[config.mk]
export PLATFORM = sky130hd
export DESIGN_NAME = sum_loop_controller
export DESIGN_NICKNAME = d
export VERILOG_FILES = /design/src/rtl/sum_loop_controller.sv
export SDC_FILE = /design/constraint.sdc
export NUM_CORES = 1
export LEC_CHECK = 0
export CORE_AREA = 2 2 87 89
export CTS_BUF_LIST = sky130_fd_sc_hd__clkbuf_4
export DETAILED_ROUTE_END_ITERATION = 8
export DIE_AREA = 0 0 89 91
export SLEW_MARGIN = 40
export SYNTH_ARGS = -nofsm -noshare
export SYNTH_HDL_FRONTEND = slang
export SYNTH_SLANG_ARGS = --single-unit
export TNS_END_PERCENT = 10
[constraint.sdc]
create_clock -name clk -period 4.6 [get_ports clk]
set_clock_uncertainty 0.1 [all_clocks]
set_input_delay 0.92 -clock clk [delete_from_list [all_inputs] [get_ports clk]]
set_output_delay 0.92 -clock clk [all_outputs]
set_load 0.1 [all_outputs]
[src/rtl/sum_loop_controller.sv]
// sum_loop_controller: sequences the summation datapath (init, accumulate while i<e, output)
// behind a start/done handshake, with an iteration watchdog that parks the FSM in ERR.
module sum_loop_controller #(
  parameter int DATA_W   = 32,
  parameter int MAX_ITER = 1024,
  parameter int ITER_W   = 11
) (
  input  logic              clk,
  input  logic              rst_n,
  input  logic              start,
  input  logic [DATA_W-1:0] i_val,
  input  logic [DATA_W-1:0] e_val,
  output logic              Enable3,
  output logic              Enable6,
  output logic              Enable7,
  output logic              busy,
  output logic              done,
  output logic              err,
  output logic [ITER_W-1:0] iter_count
);
  localparam logic [2:0] IDLE  = 3'd0;
  localparam logic [2:0] INIT  = 3'd1;
  localparam logic [2:0] CHECK = 3'd2;
  localparam logic [2:0] ACC   = 3'd3;
  localparam logic [2:0] OUT   = 3'd4;
  localparam logic [2:0] DONE  = 3'd5;
  localparam logic [2:0] ERR   = 3'd6;

  logic [2:0] state, state_nx;
  logic       more;

  assign more = i_val < e_val;

  always_comb begin
    state_nx = state;
    case (state)
      IDLE:    state_nx = start ? INIT : IDLE;
      INIT:    state_nx = CHECK;
      CHECK:   state_nx = !more ? OUT : (iter_count == ITER_W'(MAX_ITER)) ? ERR : ACC;
      ACC:     state_nx = CHECK;
      OUT:     state_nx = DONE;
      DONE:    state_nx = IDLE;
      ERR:     state_nx = start ? ERR : IDLE;
      default: state_nx = IDLE;
    endcase
  end

  // Outputs are flopped from the next state so they line up with the state register.
  always_ff @(posedge clk or negedge rst_n) begin
    if (!rst_n) begin
      state      <= IDLE;
      iter_count <= '0;
      Enable3    <= 1'b0;
      Enable6    <= 1'b0;
      Enable7    <= 1'b0;
      busy       <= 1'b0;
      done       <= 1'b0;
      err        <= 1'b0;
    end else begin
      state   <= state_nx;
      Enable3 <= state_nx == INIT;
      Enable6 <= state_nx == ACC;
      Enable7 <= state_nx == OUT;
      done    <= state_nx == DONE;
      err     <= state_nx == ERR;
      busy    <= state_nx != IDLE && state_nx != ERR;
      if (state == IDLE && start)
        iter_count <= '0;
      else if (state_nx == ACC)
        iter_count <= iter_count + 1'b1;
    end
  end
endmodule

=== Yosys cells after proc, flatten, opt, wreduce, memory -nomap -nowiden ===
Index checks and enable logic that the tools add are counted.

* Word-level logic and storage cells: 35
* Bits in writable memories: 0
* Output and inout bits: 17
* Input bits: 67
* Bits in registers: 20
* Memory bits (read-only): 0
* Latch bits: 0
* Memories: 0

* Reductions and logical operators: 6
* Muxes and demuxes: 7
* Equality and inequality tests: 12
* $add $sub $neg: 1
* Shift operators: 0
* Bitwise operators: 0
* Divide/modulo/power cells: 0
* Order comparisons: 1
* Multiply operators: 0

{| class="wikitable"
|+ Operators by type and width
! cell !! number
|-
| $lt A32 B32 Y1 || 1
|-
| $mux W11 || 2
|-
| $eq A3 B3 Y1 const B || 5
|-
| $pmux W3 S5 || 1
|-
| $add A11 B1 Y11 const B || 1
|-
| $eq A11 B11 Y1 const B || 1
|-
| $eq A3 B2 Y1 const B || 3
|-
| $mux W3 || 3
|-
| $eq A3 B1 Y1 const B || 2
|-
| $logic_not A3 Y1 || 1
|-
| $ne A3 B3 Y1 const B || 1
|-
| $reduce_bool A3 Y1 || 1
|-
| $logic_and A1 B1 Y1 || 2
|-
| $reduce_bool A2 Y1 || 1
|-
| $reduce_or A2 Y1 || 1
|-
| $mux W1 || 1
|}

=== Depth between registers and ports, before layout ===
Gate-level depths: netlist (run 1).

* Depth in word-level cells: 7
* Mapped depth: 10
* Gate-level depth less buffers: 9

=== Worst setup path after synthesis (run 1) ===
Ideal clock, no wire load.

* Path type: input port to flip-flop
* From: input e_val[25]
* To: register iter_count[9]
* Required time: 4.331 ns
* Library setup time: 0.169 ns
* Buffers on the path: 1
* Arrival time: 2.641 ns
* Setup slack: 1.689 ns
* Cell stages on the path: 10
* Cell sequence: inv_1 ha_1 a21o_1 a221o_1 a221oi_2 o21ai_2 a21oi_2 buf_4 nand4_1 mux2i_1

* Cells in the longest elaborated chain, start to end: 5

{| class="wikitable"
|+ RTL lines
! item !! line !! source
|-
| start: declaration || 12 || <nowiki>input logic [DATA_W-1:0] e_val,</nowiki>
|-
| $lt A32 B32 Y1 || 32 || <nowiki>assign more = i_val < e_val;</nowiki>
|-
| $mux W3 || 39 || <nowiki>CHECK: state_nx = !more ? OUT : (iter_count == ITER_W'(MAX_ITER)) ? ERR : ACC;</nowiki>
|-
| $pmux W3 S5 || 36 || <nowiki>case (state)</nowiki>
|-
| $eq A3 B2 Y1 || 69 || <nowiki>else if (state_nx == ACC)</nowiki>
|-
| $reduce_bool A2 Y1 (no line) || - ||
|-
| end signal: assignment || 70 || <nowiki>iter_count <= iter_count + 1'b1;</nowiki>
|-
| end: declaration || 19 || <nowiki>output logic [ITER_W-1:0] iter_count</nowiki>
|}

No other way between the ends.
A chain may end at the register's enable or synchronous reset.

=== Final worst setup path (run 1) ===
* From: input e_val[27]
* To: register iter_count[0]

The elaborated chain is that of the path after synthesis.

==> Flow_metrics.wiki, run 1 <==
{| class="wikitable"
! Metric !! Value
|-
| Via count of the first global-routing pass || 1719
|-
| Worst max-slew margin expressed relative to the limit || 0.617
|-
| Number of cell instances on the worst register-to-register path || 6
|-
| Post-Syn Nets || between 300 and 400
|-
| Data arrival at the endpoint of the critical path || 3.52 ns
|-
| Post-cts resize count || 0
|-
| Time the final worst path needs with I/O delays and setup || 3.39 ns
|-
| Leading cell types by total area after synthesis || sky130_fd_sc_hd__dfrtp_1 28%, sky130_fd_sc_hd__ha_1 24%, sky130_fd_sc_hd__inv_1 7.7%, sky130_fd_sc_hd__mux2i_1 5.1%, sky130_fd_sc_hd__a21oi_1 3.7%
|-
| Worst Hold Launch || state[0]
|-
| Cell taking the most area after synthesis || sky130_fd_sc_hd__dfrtp_1
|-
| Area growth, synth to finish || 50.1%
|-
| Worst path cell trace || clkdlybuf4s50_1, inv_1, ha_1, and2_1, a221o_1, a221oi_2, o21ai_2, a21oi_2, and3_1, mux2i_1
|-
| Library cell with the highest instance count after synthesis || sky130_fd_sc_hd__inv_1
|-
| Top post-synthesis cells by count || 36 x sky130_fd_sc_hd__inv_1, 33 x sky130_fd_sc_hd__ha_1, 20 x sky130_fd_sc_hd__dfrtp_1
|-
| Power density over the cells || between 300 and 400 mW/mm2
|-
| Run status || finished clean
|-
| Cell variety after synth || 38
|-
| Share of synthesized cell area in and, or, nand and nor gates || 0.185
|-
| Max Slew Vio Count || 0
|-
| Critical register-to-register path endpoint || iter_count[5]
|-
| Syn Area/Cell || about 8.7 um2
|-
| Maximum frequency from static timing analysis || between 200 and 300 MHz
|-
| Instance count after placement with tap cells included || 382
|-
| Global-route congestion overflow total || 0
|-
| Gpl congestion || between 0.7 and 0.8
|-
| Net count reported at finish || between 300 and 400
|-
| Number of warnings printed during yosys synthesis || 0
|-
| Proportion of netlist area held by the largest area contributor || 0.285
|-
| Mean number of vias per cell || around 4.5
|-
| Diodes inserted || 0
|-
| Proportion of synthesized area in mux cells || 0.0513
|-
| Die boundary height || 91 um
|-
| Instance count of the mapped netlist || 202
|-
| Summed instance area of the synthesized netlist || roughly 0.0018 mm2
|-
| Peak supply drop || roughly 0.37 mV
|-
| Number of detailed-route iterations in the first pass || 4
|-
| Clk network pwr share || 0.099
|-
| Post-route cell area || roughly 0.0026 mm2
|-
| Standard-cell row count || 31
|-
| Fraction of layout instances using a drive strength above 1 || 0.118
|-
| H-tree level count || 1
|-
| Clock transition time at the flip-flop clock pins of the worst setup and hold paths || 0.11 ns
|-
| Total Neg Setup Slack || 0 ns
|-
| Post-detailed-route wirelength per cell || 11.8 um
|-
| Combinational family with the most area after synthesis || adder cells
|-
| Overall power consumption || approximately 0.84 mW
|-
| Minimum setup slack among reg-to-reg paths || about 2.7 ns
|-
| Core box area || ~0.0071 mm2
|-
| Class of the most critical hold timing path || flip-flop to flip-flop
|-
| Post-synthesis compound-gate area fraction || 0.160
|-
| Vias || about 1700
|-
| Xor-xnor portion of the synthesized cell area || 0
|-
| Worst-case setup margin in the final layout || 1.21 ns
|-
| Hold violation total from the final report || 0
|-
| Number of sinks handled by clock tree synthesis || 20
|-
| Final WL || approximately 4.5 mm
|-
| Seq pwr share || 0.308
|-
| Half-perimeter wire length of the detailed placement result || about 3.8 mm
|-
| Layout Cells excl Fill || ~390
|-
| Number of port buffers || between 80 and 90
|-
| Global-route total usage across every layer || 0.112
|-
| Maximum fanout along the worst path || 13
|-
| Clock latency of the later-clocked register in the worst-skew pair || between 0.2 and 0.3 ns
|-
| Iteration-0 DRC count of the detailed router || 36
|-
| Hold worst-path end || state[0]
|-
| RR Startpoint || state[0]
|-
| Slowest stage cell, crit path || sky130_fd_sc_hd__clkdlybuf4s50_1
|-
| Crit start category || input pin
|-
| Data required time at the worst endpoint || 4.73 ns
|-
| Initial cell density of the core || 0.246
|-
| Worst Hold Path Cells || 1
|-
| Detail Route Antenna Nets || 0
|-
| Buffer type at the clock tree root || sky130_fd_sc_hd__clkbuf_4
|-
| Setup Slack @ Placement || 0.857 ns
|-
| TritonCTS clock tree || done
|-
| Sequential cell area fraction in the yosys report || 0.285
|-
| Dominant delay contributor by cell family on the critical path || compound AO/OA/AOI/OAI gates
|-
| Pin count of the biggest net entering global routing || 21
|-
| Combinational Power Share || 0.593
|-
| Element type at the critical path end || flip-flop
|-
| TritonCTS buffer count || 3
|-
| Hold-fix buffer count after cts || 0
|-
| Cell-internal power || roughly 0.41 mW
|-
| Top-level I/O count || 84
|-
| Asr flop ratio synth || 1.00
|-
| Setup repair after global routing missed its margin || false
|-
| Wire length of the first global-routing pass || 7.43 mm
|-
| DP Area || 0.00261 mm2
|-
| Switching pwr || between 0.4 and 0.5 mW
|-
| Largest stage delay on the critical path || 0.46 ns
|-
| Tightest Pin Transition || between 0.5 and 0.6 ns
|-
| Number of flip-flops and latches in the synthesized netlist || 20
|-
| Crit path buf inv count || 2
|-
| Number of antenna violations at the first check in global routing || 0
|-
| Static power due to leakage || 1.38 nW
|-
| Flip-flop cell with the highest count after synthesis || sky130_fd_sc_hd__dfrtp_1
|-
| Reported max-cap violation count || 0
|-
| Number of setup violations in the final report || 0
|-
| Bufs on Longest Clock Path || 2
|-
| Switching power share of the total || 0.519
|-
| Adder and majority gate portion of the synthesized area || 0.235
|-
| Startpoint-to-endpoint class of the critical path || input pin to flip-flop
|-
| Die area || 0.00810 mm2
|-
| Tcrit/Tclk final || 0.738
|-
| EDFF count, synth || 0
|-
| Die outline width || slightly below 90 um
|-
| Number of design rule violations left after detail routing || 0
|-
| Number of post-CTS setup repair buffers || 0
|}
-- sequential cells by signal (all words and copies together), names as in the netlist --
signal and cells:
Enable6 1, iter_count 11, Enable3 1, done 1
busy 1, err 1, Enable7 1, state 3
-- per-stage QoR --
stage               utilization  hold slack [ns]
CTS                       0.369            0.411
detailed placement        0.366            0.394
global placement          0.378            0.391
finish                    0.369            0.409
floorplan                     -            0.354
global route              0.369            0.441
-- power groups by stage --
stage | logic, mW | clock network [mW] | registers (mW)
2_1_floorplan | 0.178 | 0 | 0.450
3_3_place_gp | 0.522 | 0 | 0.265
3_5_place_dp | 0.502 | 0 | 0.263
4_1_cts | 0.505 | 0.0885 | 0.261
5_1_grt | 0.543 | 0.0956 | 0.272
6_report | 0.501 | 0.0836 | 0.260
-- area by class of cell --
type | instances | area [um2]
inverters | 36 | 135
clock buffers | 3 | 22.5
clock inverters | 1 | 3.75
multi-input cells | 144 | 1110
repair buffers | 83 | 741
fillers | 779 | 4500
flip-flops and latches | 20 | 500
well taps | 99 | 124
-- how the worst max path moves through the flow --
stage / start / endpoint / slack, ns / cells past startpoint
floorplan: e_val[25] / iter_count[9] / 1.69 / 10
global route: e_val[9] / iter_count[0] / 0.91 / 10
CTS: e_val[9] / iter_count[0] / 1.17 / 10
finish: e_val[27] / iter_count[0] / 1.21 / 10
detailed placement: e_val[11] / iter_count[0] / 0.86 / 10
global placement: e_val[9] / iter_count[0] / 0.88 / 10
-- cells in the final DEF, fill, tap and decap left out, types with 2 or more instances in the layout --
master                             n
sky130_fd_sc_hd__a211oi_1          2
sky130_fd_sc_hd__a21o_1            3
sky130_fd_sc_hd__a21o_2            3
sky130_fd_sc_hd__a21oi_1          13
sky130_fd_sc_hd__and2_1            3
sky130_fd_sc_hd__and3_1            4
sky130_fd_sc_hd__buf_2            18
sky130_fd_sc_hd__clkbuf_4          3
sky130_fd_sc_hd__clkdlybuf4s50_1  65
sky130_fd_sc_hd__dfrtp_1          20
sky130_fd_sc_hd__ha_1             33
sky130_fd_sc_hd__inv_1            36
sky130_fd_sc_hd__mux2i_1           9
sky130_fd_sc_hd__nand2_1          17
sky130_fd_sc_hd__nand3_1           2
sky130_fd_sc_hd__nand4_1          10
sky130_fd_sc_hd__nor2_1            7
sky130_fd_sc_hd__nor3_1            3
sky130_fd_sc_hd__nor4b_1           2
sky130_fd_sc_hd__o21ai_0          10
sky130_fd_sc_hd__o31a_2            2
sky130_fd_sc_hd__or2_2             3
sky130_fd_sc_hd__or3_1             2
-- cell families after synthesis --
| family | after synthesis |
|---|---|
| DFF | 20 |
| and+or+nand+nor | 60 |
| muxes | 9 |
| buffers and inverters | 38 |
| adders and majority gates | 33 |
| AOI/OAI and AO/OA | 42 |
-- routing by layer --
metal  vias up  share of wire  track usage
met3         2          0.077       0.0173
met2        56           0.48        0.195
met4         0         0.0024       0.0187
met5         -              0            0
met1       776           0.44        0.146
li1        887              -            -
No activity file was read; power rests on OpenSTA's default activity.
==> run 2: changes to the inputs <==
==> constraint.sdc (replaced) <==
create_clock -name clk -period 3.2 [get_ports clk]
set_clock_uncertainty 0.1 [all_clocks]
set_input_delay 0.64 -clock clk [delete_from_list [all_inputs] [get_ports clk]]
set_output_delay 0.64 -clock clk [all_outputs]
set_load 0.1 [all_outputs]
==> run 2 against run 1 <==
  * Die area did not move
  * Routed wire length fell by 3.0%
  * Cell area rose by 3.7%
  * First-iteration DRC count rose by 58%
  * Hold slack got worse by 0.25 ns
  * Sequential cell count did not move
  * Critical path type unchanged
  * Largest power group unchanged
==> Flow_metrics.wiki, run 2 (synthesized netlist as in run 1, its figures left out) <==
{| class="wikitable"
! Metric !! Value
|-
| Number of sinks handled by clock tree synthesis || 20
|-
| Switching pwr || approximately 0.64 mW
|-
| Data required time at the worst endpoint || 3.34 ns
|-
| Class of the most critical hold timing path || input pin to async pin
|-
| Post-detailed-route wirelength per cell || between 10 and 15 um
|-
| Overall power consumption || roughly 1.3 mW
|-
| Die area || approximately 0.0081 mm2
|-
| Gpl congestion || ~0.75
|-
| Via count of the first global-routing pass || roughly 1600
|-
| Hold violation total from the final report || 0
|-
| Die outline width || roughly 89 um
|-
| Startpoint-to-endpoint class of the critical path || input pin to flip-flop
|-
| Setup repair after global routing missed its margin || false
|-
| Number of flip-flops in the largest register || 11
|-
| Most flop-heavy register || iter_count
|-
| Standard-cell row count || 31
|-
| Iteration-0 DRC count of the detailed router || 57
|-
| Largest registers ranked by flip-flop count || iter_count x11, state x3
|-
| Layout Cells excl Fill || between 300 and 400
|-
| Cell-internal power || 0.699 mW
|-
| Post-route cell area || around 0.0027 mm2
|-
| TritonCTS buffer count || 3
|-
| Hold-fix buffer count after cts || 0
|-
| Number of port buffers || between 80 and 90
|-
| Fraction of layout instances using a drive strength above 1 || 0.134
|-
| Post-cts resize count || 0
|-
| Reported max-cap violation count || 0
|-
| Clock latency of the later-clocked register in the worst-skew pair || slightly above 0.3 ns
|-
| Half-perimeter wire length of the detailed placement result || between 3 and 4 mm
|-
| Buffer type at the clock tree root || sky130_fd_sc_hd__clkbuf_4
|-
| Instance count after placement with tap cells included || 386
|-
| Top-level I/O count || 84
|-
| Peak supply drop || approximately 0.44 mV
|-
| Tightest Pin Transition || around 0.46 ns
|-
| Time the final worst path needs with I/O delays and setup || 2.94 ns
|-
| Core box area || around 0.007 mm2
|-
| Tcrit/Tclk final || 0.919
|-
| Commonest non-fill, non-tap cell in the layout || sky130_fd_sc_hd__clkdlybuf4s50_1
|-
| Global-route congestion overflow total || 0
|-
| Vias || ~1700
|-
| Global-route total usage across every layer || 0.107
|-
| Mean number of vias per cell || ~4.4
|-
| Clk network pwr share || 0.155
|-
| Worst max-slew margin expressed relative to the limit || 0.692
|-
| Power density over the cells || between 400 and 500 mW/mm2
|-
| DP Area || 0.00268 mm2
|-
| Initial cell density of the core || 0.246
|-
| Util after Layout || 0.383
|-
| Bufs on Longest Clock Path || 2
|-
| Maximum frequency from static timing analysis || around 340 MHz
|-
| Data arrival at the endpoint of the critical path || slightly above 3 ns
|-
| H-tree level count || 1
|-
| Maximum fanout along the worst path || 6
|-
| Worst hold slack after final layout || between 0.15 and 0.2 ns
|-
| Element type at the critical path end || flip-flop
|-
| Diodes inserted || 0
|-
| Pin count of the biggest net entering global routing || 21
|-
| Slowest stage cell, crit path || sky130_fd_sc_hd__clkdlybuf4s50_1
|-
| Number of detailed-route iterations in the first pass || 4
|-
| Net count reported at finish || 392
|-
| Seq pwr share || 0.280
|-
| Most frequent cells in the layout || 65 x sky130_fd_sc_hd__clkdlybuf4s50_1, 36 x sky130_fd_sc_hd__inv_1, 33 x sky130_fd_sc_hd__ha_1
|-
| Number of design rule violations left after detail routing || 0
|-
| Number of post-CTS setup repair buffers || 0
|-
| Area growth, synth to finish || 55.7%
|-
| Die boundary height || roughly 90 um
|-
| Clock transition time at the flip-flop clock pins of the worst setup and hold paths || about 0.12 ns
|-
| Final WL || 4.41 mm
|-
| Number of antenna violations at the first check in global routing || 0
|-
| Detail Route Antenna Nets || 0
|-
| Run status || finished clean
|-
| Static power due to leakage || ~1.4 nW
|-
| Wire length of the first global-routing pass || roughly 7 mm
|-
| Switching power share of the total || 0.476
|-
| Largest stage delay on the critical path || 0.46 ns
|-
| Combinational Power Share || 0.565
|-
| Worst path cell trace || clkdlybuf4s50_1, inv_1, ha_1, a21oi_1, o21ai_0, a2111oi_0, o21ai_0, a21o_1, or3_1, a21oi_1
|-
| TritonCTS clock tree || done
|-
| Crit start category || input pin
|-
| Max Slew Vio Count || 0
|-
| Number of setup violations in the final report || 0
|}
run 2: changes by cell type in the layout (fill, tap and decap cells not counted):
cell / previous run / this run
sky130_fd_sc_hd__buf_4: 0 / 21
sky130_fd_sc_hd__clkinv_1: 1 / 0
sky130_fd_sc_hd__buf_2: 18 / 1
sky130_fd_sc_hd__bufinv_16: 0 / 1
run 2: metal layers:
metal | up-vias | routed length [um] | GRT usage
li1 | 893 | - | -
met1 | 748 | 1990 | 0.138
met2 | 50 | 1980 | 0.182
met3 | 6 | 383 | 0.0209
met4 | 0 | 58 | 0.0274
met5 | - | 0 | 0
run 2: path summary, 6_finish.rpt:
kind	startpoint	end	slack, ns	depth (start not counted)
setup / recovery	e_val[17]	iter_count[5]	0.26	10
hold / removal	rst_n	iter_count[0]	0.16	1
setup reg to reg	iter_count[0]	iter_count[1]	1.23	6
hold reg to reg	state[0]	state[0]	0.40	1
max in group asynchronous	rst_n	iter_count[10]	2.51	1
min in group clk	state[0]	state[0]	0.40	1
run 2: critical path: cells and delay by family:
kind | cells | cell delay (ns)
adder cells (fa/ha/maj) | 1 | 0.28
buffers and inverters | 2 | 0.50
AND/OR/NAND/NOR | 1 | 0.35
AO/OA/AOI/OAI | 6 | 1.31
run 2: area by class of cell:
class,count,area (um2)
well taps,99,124
multi-input cells,144,1110
repair buffers,87,813
flip-flops and latches,20,500
inverters,36,135
fillers,729,4400
clock inverters,1,30.0
clock buffers,3,22.5
run 2: power groups by stage:
| stage | combinational [mW] | sequential, mW | clock [mW] |
|---|---|---|---|
| floorplan | 0.256 | 0.647 | 0 |
| global placement | 0.753 | 0.378 | 0 |
| detailed placement | 0.758 | 0.378 | 0 |
| CTS | 0.762 | 0.373 | 0.215 |
| global route | 0.816 | 0.385 | 0.226 |
| finish | 0.755 | 0.374 | 0.207 |
run 2: through the flow:
stage	setup slack (ns)	setup TNS (ns)
floorplan	0.569	0
global placement	-0.0249	-0.141
detailed placement	-0.0740	-0.355
CTS	0.240	0
global route	0.0454	0
finish	0.258	0
